$ cat src/rtl/md_unit_if.sv
// md_unit_if: EX-stage to multiply/divide unit bundle
//   start/md_func/md_sign - accepted operation request and its decoded MD control
//   rs_val/rt_val         - forwarded operands
//   cancel                - flush kill of the request or in-flight operation
//   busy/hi/lo            - unit status and architectural HI/LO
interface md_unit_if;
    logic        start;
    logic [2:0]  md_func;
    logic        md_sign;
    logic [31:0] rs_val;
    logic [31:0] rt_val;
    logic        cancel;
    logic        busy;
    logic [31:0] hi;
    logic [31:0] lo;
    modport master (output start, md_func, md_sign, rs_val, rt_val, cancel, input busy, hi, lo);
    modport slave (input start, md_func, md_sign, rs_val, rt_val, cancel, output busy, hi, lo);
endinterface

$ cat src/rtl/md_unit.sv
// md_unit: multi-cycle mult/div unit owning the architectural HI/LO registers
//   clk   - rising-edge clock
//   reset - asynchronous active-low reset
//   bus   - md_unit_if.slave: start/md_func/md_sign/rs_val/rt_val/cancel in, busy/hi/lo out
module md_unit #(
    parameter int MUL_LAT = 5
) (
    input logic      clk,
    input logic      reset,
    md_unit_if.slave bus
);
    typedef enum logic [1:0] {IDLE, MUL, DIV} state_t;
    state_t      state, next_state;
    logic [5:0]  cnt;
    logic [31:0] op_a, op_b, rem, hi_q, lo_q, rs_mag, rt_mag;
    logic        md_signed, q_neg, r_neg, accept, done, ge;
    logic [32:0] shifted;
    logic [63:0] prod;
    assign bus.busy = state != IDLE;
    assign bus.hi = hi_q;
    assign bus.lo = lo_q;
    always_comb begin
        rs_mag = (bus.md_sign && bus.rs_val[31]) ? -bus.rs_val : bus.rs_val;
        rt_mag = (bus.md_sign && bus.rt_val[31]) ? -bus.rt_val : bus.rt_val;
        // sign extension to 64 bits makes one unsigned multiplier serve both signednesses
        prod = {{32{md_signed & op_a[31]}}, op_a} * {{32{md_signed & op_b[31]}}, op_b};
        // op_a doubles as the dividend shift register that fills with quotient bits
        shifted = {rem, op_a[31]};
        ge = shifted >= {1'b0, op_b};
    end
    always_comb begin
        next_state = state;
        accept = 1'b0;
        done = 1'b0;
        if (state == IDLE) begin
            accept = bus.start && !bus.cancel;
            next_state = !accept ? IDLE : bus.md_func == 3'd3 ? MUL : bus.md_func == 3'd4 ? DIV : IDLE;
        end else begin
            done = !bus.cancel && cnt == 6'd0;
            next_state = (bus.cancel || done) ? IDLE : state;
        end
    end
    always_ff @(posedge clk or negedge reset) begin
        if (!reset) begin
            state <= IDLE;
            cnt <= '0;
            op_a <= '0;
            op_b <= '0;
            rem <= '0;
            hi_q <= '0;
            lo_q <= '0;
            md_signed <= 1'b0;
            q_neg <= 1'b0;
            r_neg <= 1'b0;
        end else begin
            state <= next_state;
            if (accept) begin
                if (bus.md_func == 3'd1) hi_q <= bus.rs_val;
                if (bus.md_func == 3'd2) lo_q <= bus.rs_val;
                if (bus.md_func == 3'd3) begin
                    op_a <= bus.rs_val;
                    op_b <= bus.rt_val;
                    md_signed <= bus.md_sign;
                    cnt <= 6'(MUL_LAT - 1);
                end
                if (bus.md_func == 3'd4) begin
                    op_a <= rs_mag;
                    op_b <= rt_mag;
                    rem <= '0;
                    q_neg <= bus.md_sign & (bus.rs_val[31] ^ bus.rt_val[31]);
                    r_neg <= bus.md_sign & bus.rs_val[31];
                    cnt <= 6'd32;
                end
            end else if (state != IDLE && !bus.cancel && cnt != 6'd0) begin
                cnt <= cnt - 6'd1;
                if (state == DIV) begin
                    rem <= ge ? 32'(shifted - {1'b0, op_b}) : shifted[31:0];
                    op_a <= {op_a[30:0], ge};
                end
            end
            if (done) begin
                hi_q <= state == MUL ? prod[63:32] : r_neg ? -rem : rem;
                lo_q <= state == MUL ? prod[31:0] : q_neg ? -op_a : op_a;
            end
        end
    end
endmodule

$ cat src/flat_wrapper.sv
// flat-port wrapper written by rule: the top's interface ports become plain ports
module md_unit_flat 
#(
    parameter int MUL_LAT = 5
)
  (clk, reset, bus_start, bus_md_func, bus_md_sign, bus_rs_val, bus_rt_val, bus_cancel, bus_busy, bus_hi, bus_lo);
  md_unit_if bus_i ();
  input logic clk;
  input logic reset;
  input wire logic [$bits(bus_i.start)-1:0] bus_start;
  input wire logic [$bits(bus_i.md_func)-1:0] bus_md_func;
  input wire logic [$bits(bus_i.md_sign)-1:0] bus_md_sign;
  input wire logic [$bits(bus_i.rs_val)-1:0] bus_rs_val;
  input wire logic [$bits(bus_i.rt_val)-1:0] bus_rt_val;
  input wire logic [$bits(bus_i.cancel)-1:0] bus_cancel;
  output wire logic [$bits(bus_i.busy)-1:0] bus_busy;
  output wire logic [$bits(bus_i.hi)-1:0] bus_hi;
  output wire logic [$bits(bus_i.lo)-1:0] bus_lo;
  assign bus_i.start = bus_start;
  assign bus_i.md_func = bus_md_func;
  assign bus_i.md_sign = bus_md_sign;
  assign bus_i.rs_val = bus_rs_val;
  assign bus_i.rt_val = bus_rt_val;
  assign bus_i.cancel = bus_cancel;
  assign bus_busy = bus_i.busy;
  assign bus_hi = bus_i.hi;
  assign bus_lo = bus_i.lo;
  md_unit #(.MUL_LAT(MUL_LAT)) u_core (.clk(clk), .reset(reset), .bus(bus_i));
endmodule
$ cat config.mk
export PLATFORM = sky130hd
export DESIGN_NAME = md_unit_flat
export DESIGN_NICKNAME = d
export VERILOG_FILES = /design/src/rtl/md_unit_if.sv /design/src/rtl/md_unit.sv /design/src/flat_wrapper.sv
export SDC_FILE = /design/constraint.sdc
export NUM_CORES = 2
export LEC_CHECK = 0
export CORE_MARGIN = 4
export CORE_UTILIZATION = 25
export CTS_CLUSTER_DIAMETER = 50
export DETAILED_ROUTE_END_ITERATION = 16
export PLACE_DENSITY_LB_ADDON = 0.3
export SYNTH_ARGS = -nofsm -noshare
export SYNTH_HDL_FRONTEND = slang
export SYNTH_SLANG_ARGS = --single-unit
export TNS_END_PERCENT = 5
$ cat constraint.sdc
create_clock -name clk -period 10.8 [get_ports clk]
set_clock_uncertainty 0.2 [all_clocks]
set_input_delay 2.16 -clock clk [delete_from_list [all_inputs] [get_ports clk]]
set_output_delay 2.16 -clock clk [all_outputs]
set_load 0.05 [all_outputs]
==> Yosys cells after proc, flatten, opt, wreduce, memory -nomap -nowiden <==
Cells that the tools add are included.
{ "word_totals": {"wordCells": 93, "out_inout_bits": 65, "input_bits": 72, "regBits": 171} }
{ "op_classes": {"addsub": 6, "multipliers": 1, "muxes": 35, "eq_ne": 8, "n_reduce_logical": 27, "order_cmp": 1, "bitwise": 5} }
{ "op_table": {"columns": ["cell", "n"], "rows": [
  ["2-to-1 mux 32 bit", 24],
  ["negator 32 bit", 4],
  ["multiplier 33 x 33 -> 64 bit", 1],
  [">= comparator 33 x 32 -> 1 bit", 1],
  ["subtractor 32 bit", 1],
  ["2-to-1 mux 6 bit", 4],
  ["nonzero test 2 bit", 8],
  ["AND reduction 2 bit", 6],
  ["2-to-1 mux 2 bit", 5],
  ["== test 3 x 2 -> 1 bit (second input constant)", 2],
  ["logical AND 1 bit", 6],
  ["logical NOT 6 bit", 1],
  ["AND reduction 3 bit", 2],
  ["nonzero test 6 bit", 1],
  ["subtractor 6 x 1 -> 6 bit (second input constant)", 1],
  ["AND 1 bit", 4],
  ["== test 3 x 1 -> 1 bit (second input constant)", 1],
  ["== test 3 bit (second input constant)", 1],
  ["!= test 3 bit (second input constant)", 1],
  ["== test 2 x 1 -> 1 bit (second input constant)", 1],
  ["== test 2 bit (second input constant)", 1],
  ["logical NOT 2 bit", 1],
  ["2-to-1 mux 1 bit", 2],
  ["!= test 2 bit (second input constant)", 1],
  ["3 further kinds", 3]
]} }

==> Longest topological paths before layout <==
{ "logic_depth": {"depth_word": 5, "ltp_mapped": 31} }

==> Least setup slack after synthesis <==
OpenSTA, ideal clock, no wires.
{ "synth_path": {"path_type": "register -> register", "from": "register u_core.op_a[31]", "to": "register u_core.hi_q[30] (netlist: u_core.bus.hi[30])", "setup_slack_ns": 2.885, "path_stages_with_launch": 28, "arrival_ns": 7.585, "setup_time_ns": 0.130, "cell_sequence": "dfrtp_1 and2_1 clkbuf_1 nand2_1 inv_1 fa_1 inv_1 fa_1 inv_1 fa_1 inv_1 fa_1 fa_1 fa_1 fa_1 fa_1 inv_1 ha_1 a21o_1 a21o_1 a21oi_1 o21bai_1 a21o_1 a21o_1 a21oi_1 o22ai_1 a21oi_1 o21ai_1"} }
{ "synth_via": {"elab_chain_cells": 4} }
{ "synth_lines": {"columns": ["element", "line_no", "text"], "rows": [
  ["from (decl)", "md_unit.sv:15", "logic [31:0] op_a, op_b, rem, hi_q, lo_q, rs_mag, rt_mag;"],
  ["from (signal assigned)", "md_unit.sv:61", "op_a <= bus.rs_val;"],
  ["from (signal assigned)", "md_unit.sv:67", "op_a <= rs_mag;"],
  ["from (signal assigned)", "md_unit.sv:78", "op_a <= {op_a[30:0], ge};"],
  ["AND 1 bit", "md_unit.sv:26", "prod = {{32{md_signed & op_a[31]}}, op_a} * {{32{md_signed & op_b[31]}}, op_b};"],
  ["multiplier 33 x 33 -> 64 bit (*)", "md_unit.sv:26", null],
  ["2-to-1 mux 32 bit (*)", "md_unit.sv:82", "hi_q <= state == MUL ? prod[63:32] : r_neg ? -rem : rem;"],
  ["2-to-1 mux 32 bit (*)", "md_unit.sv:81", "if (done) begin"],
  ["to (signal assigned)", "md_unit.sv:58", "if (bus.md_func == 3'd1) hi_q <= bus.rs_val;"],
  ["to (signal assigned)", "md_unit.sv:82", null],
  ["to (decl)", "md_unit.sv:15", null]
]} }
Every way passes the cells marked *; elsewhere a longest branch is shown, timed or not.
A chain may end at the register's enable or synchronous reset.

==> Final worst setup path <==
{ "layout_path": {"from": "register u_core.md_signed", "to": "register u_core.hi_q[31] (netlist: u_core.bus.hi[31])"} }
{ "layout_via": {"elab_chain_cells": 4} }
{ "layout_lines": {"columns": ["element", "line_no", "text"], "rows": [
  ["from (decl)", "md_unit.sv:16", "logic md_signed, q_neg, r_neg, accept, done, ge;"],
  ["from (signal assigned)", "md_unit.sv:63", "md_signed <= bus.md_sign;"],
  ["AND 1 bit", "md_unit.sv:26", null],
  ["multiplier 33 x 33 -> 64 bit (*)", "md_unit.sv:26", null],
  ["2-to-1 mux 32 bit (*)", "md_unit.sv:82", null],
  ["2-to-1 mux 32 bit (*)", "md_unit.sv:81", null]
]} }
Marks and branches as above.

==> reports/results.tsv <==
metric	value	unit
status	finished, final reports clean	
synthCells	5649	
die_area	206000	um2
synth.yosys.seq_area_share	0.0860	
cpLargestDelayFamily	adder cells	
cts.clk_slew.worst_paths	0.08	ns
port_buffers	136	
grt_pass1_vias	41200	
die_w	454	um
ys_warn_count	0	
cts-root-buf	clkbuf_16	
fmax	108	MHz
criticalPathCategory	register to register	
crit_top_cell	fa_1	
worstMarginPinSlew	1.21	ns
route.vias.total	38800	
ys_types	74	
avgRoutedWirePerCell	21.7	um
setup_viol	0	
rsz0062_at_grt	false	
fin_crit	9.26	ns
place_area	54000	um2
ys_ff_latch	171	
globalRoute.totalOverflow	0	
max_stage_delay	0.88	ns
grt_first_pass_wirelength	270000	um
htreeDepth	4	
groute.usage.overall	0.175	
dp_hpwl	146000	um
first_iter_violations	2860	
num_rows	163	
viasPerCell	4.71	
finalHoldViolCount	0	
ys.flop_type	dfrtp_1	
slew-limit-headroom	0.186	
place.gp.congestion	0.970	
setup_ws	1.54	ns
syn_nets	7097	
post_cts_resized	0	
whs	0.307	ns
pre_cts_slack	1.59	ns
crit_arrival	9.48	ns
worst_setup_path_start_kind	register	
cts_hold_buf	0	
postCtsSetupRepairBufs	0	
clockBufferDepth	2	
syn_avg_cell_area	8.81	um2
area_growth	9.81	%
drtPass1Iterations	7	
post-route-period-util	0.857	
drtAntennaViolNets	0	
routed_wl	179000	um
cts_tree	done	
clk_latency	0.51	ns
drc_errors	0	
hold_class	register to register	
path_buf_inv	7	
fin_nets	7030	
netlist_area	49800	um2
tns	0	ns
start_util	0.252	
die_h	454	um
synth_edf_count	0	
post_route_cells_drive_above_1_share	0.0332	
core_area	198000	um2
r2r_slack	1.54	ns
grt_max_degree	109	
antenna_found_initial	18	
path_max_fanout	9	
fill_cells	21200	
slew_viol_final	0	
synthArstFlopShare	1.00	
critPathRequiredTime	11.02	ns
clkSinkCount	171	
end_kind	register	
cp_slowest_cell	fa_1	
numCtsBuffers	17	
final_area	54600	um2
pin_count	137	
cap_violations	0	
[layout make-up]
type                    count  area [um2]  share of cell area
multi-input cells        3975       39800               0.729
inverters                1172        4400              0.0805
flip-flops and latches    171        4280              0.0784
well taps                2640        3300              0.0605
repair buffers            245        2180              0.0400
clock buffers              20         467             0.00854
clock inverters            12         149             0.00273
diodes                      8        20.0            0.000366
[path summary, 6_finish.rpt]
kind / startpoint / endpoint / depth (start not counted)
setup / recovery: u_core.md_signed / u_core.bus.hi[31] / 25
hold / removal: u_core.cnt[0] / u_core.cnt[0] / 1
setup reg to reg: u_core.md_signed / u_core.bus.hi[31] / 25
hold reg to reg: u_core.cnt[0] / u_core.cnt[0] / 1
max in group asynchronous: reset / u_core.op_a[27] / 2
min in group asynchronous: reset / u_core.rem[9] / 1
[routing by layer]
| metal | part of all wire | wire (um) | track usage | vias to the layer above |
|---|---|---|---|---|
| met1 | 0.41 | 72800 | 0.224 | 20400 |
| met3 | 0.059 | 10600 | 0.0272 | 289 |
| met5 | 0.000073 | 13 | 0 | - |
| met4 | 0.053 | 9450 | 0.0785 | 2 |
| met2 | 0.48 | 86100 | 0.292 | 1258 |
| li1 | - | - | - | 16900 |
[kinds of logic after synthesis]
logic type,share of synthesized area
fa+ha+maj,0.516
compound gates,0.0874
xor+xnor,0.0364
flops,0.0860
simple gates,0.151
mux,0.00875
buf+inv,0.114
[registers in the layout, indices dropped and copies added, names as in the netlist]
name,count
u_core.cnt,6
u_core.q_neg,1
u_core.bus.lo,32
u_core.md_signed,1
u_core.r_neg,1
u_core.state,2
u_core.bus.hi,32
u_core.op_b,32
u_core.rem,32
u_core.op_a,32
[cells in the final DEF (no fill, tap or decap), drive strengths merged, types with 35 or more instances in the layout]
cell type	count
inv	1179
fa	1126
nand2	871
and2	324
ha	250
nor2	232
o21ai	223
a21oi	206
dfrtp	171
clkdlybuf4s50	135
xnor2	123
buf	109
xor2	84
a21o	45
nand3	39
mux2i	39
and3	35
[per-stage QoR]
stage	instances	util
4_1_cts	8235	0.276
2_1_floorplan	5649	-
3_5_place_dp	8203	0.273
6_report	8243	0.276
3_3_place_gp	8203	0.273
5_1_grt	8237	0.276
[Yosys cell counts, drive strengths merged (35+ instances only)]
library cell  instances  share of area
inv                1172          0.088
fa                 1126           0.45
nand2               871          0.066
and2                324          0.041
clkbuf              301          0.023
ha                  250          0.063
nor2                232          0.018
o21ai               223          0.023
a21oi               206          0.021
dfrtp               171          0.086
xnor2               123          0.022
xor2                 84          0.015
a21o                 45         0.0068
mux2i                39         0.0078
nand3                39         0.0039
and3                 35         0.0044
[worst register-to-register path: stages, from the launching register on]
cell       delay (ns)
dfrtp_1          0.34
and2_1           0.67
nand2_1          0.40
inv_1            0.17
fa_1             0.40
inv_1            0.24
fa_1             0.51
inv_1            0.19
fa_1             0.51
fa_1             0.88
inv_1            0.37
fa_1             0.57
inv_1            0.05
fa_1             0.54
inv_1            0.05
fa_1             0.45
fa_1             0.50
inv_1            0.05
ha_1             0.35
a21o_1           0.18
a21oi_1          0.20
o221ai_1         0.15
a21oi_1          0.43
a2111oi_0        0.23
or3_1            0.39
a31oi_1          0.17
Power is not shown: default switching activity piles up to over one toggle a cycle in this logic, so the estimate is an artifact.
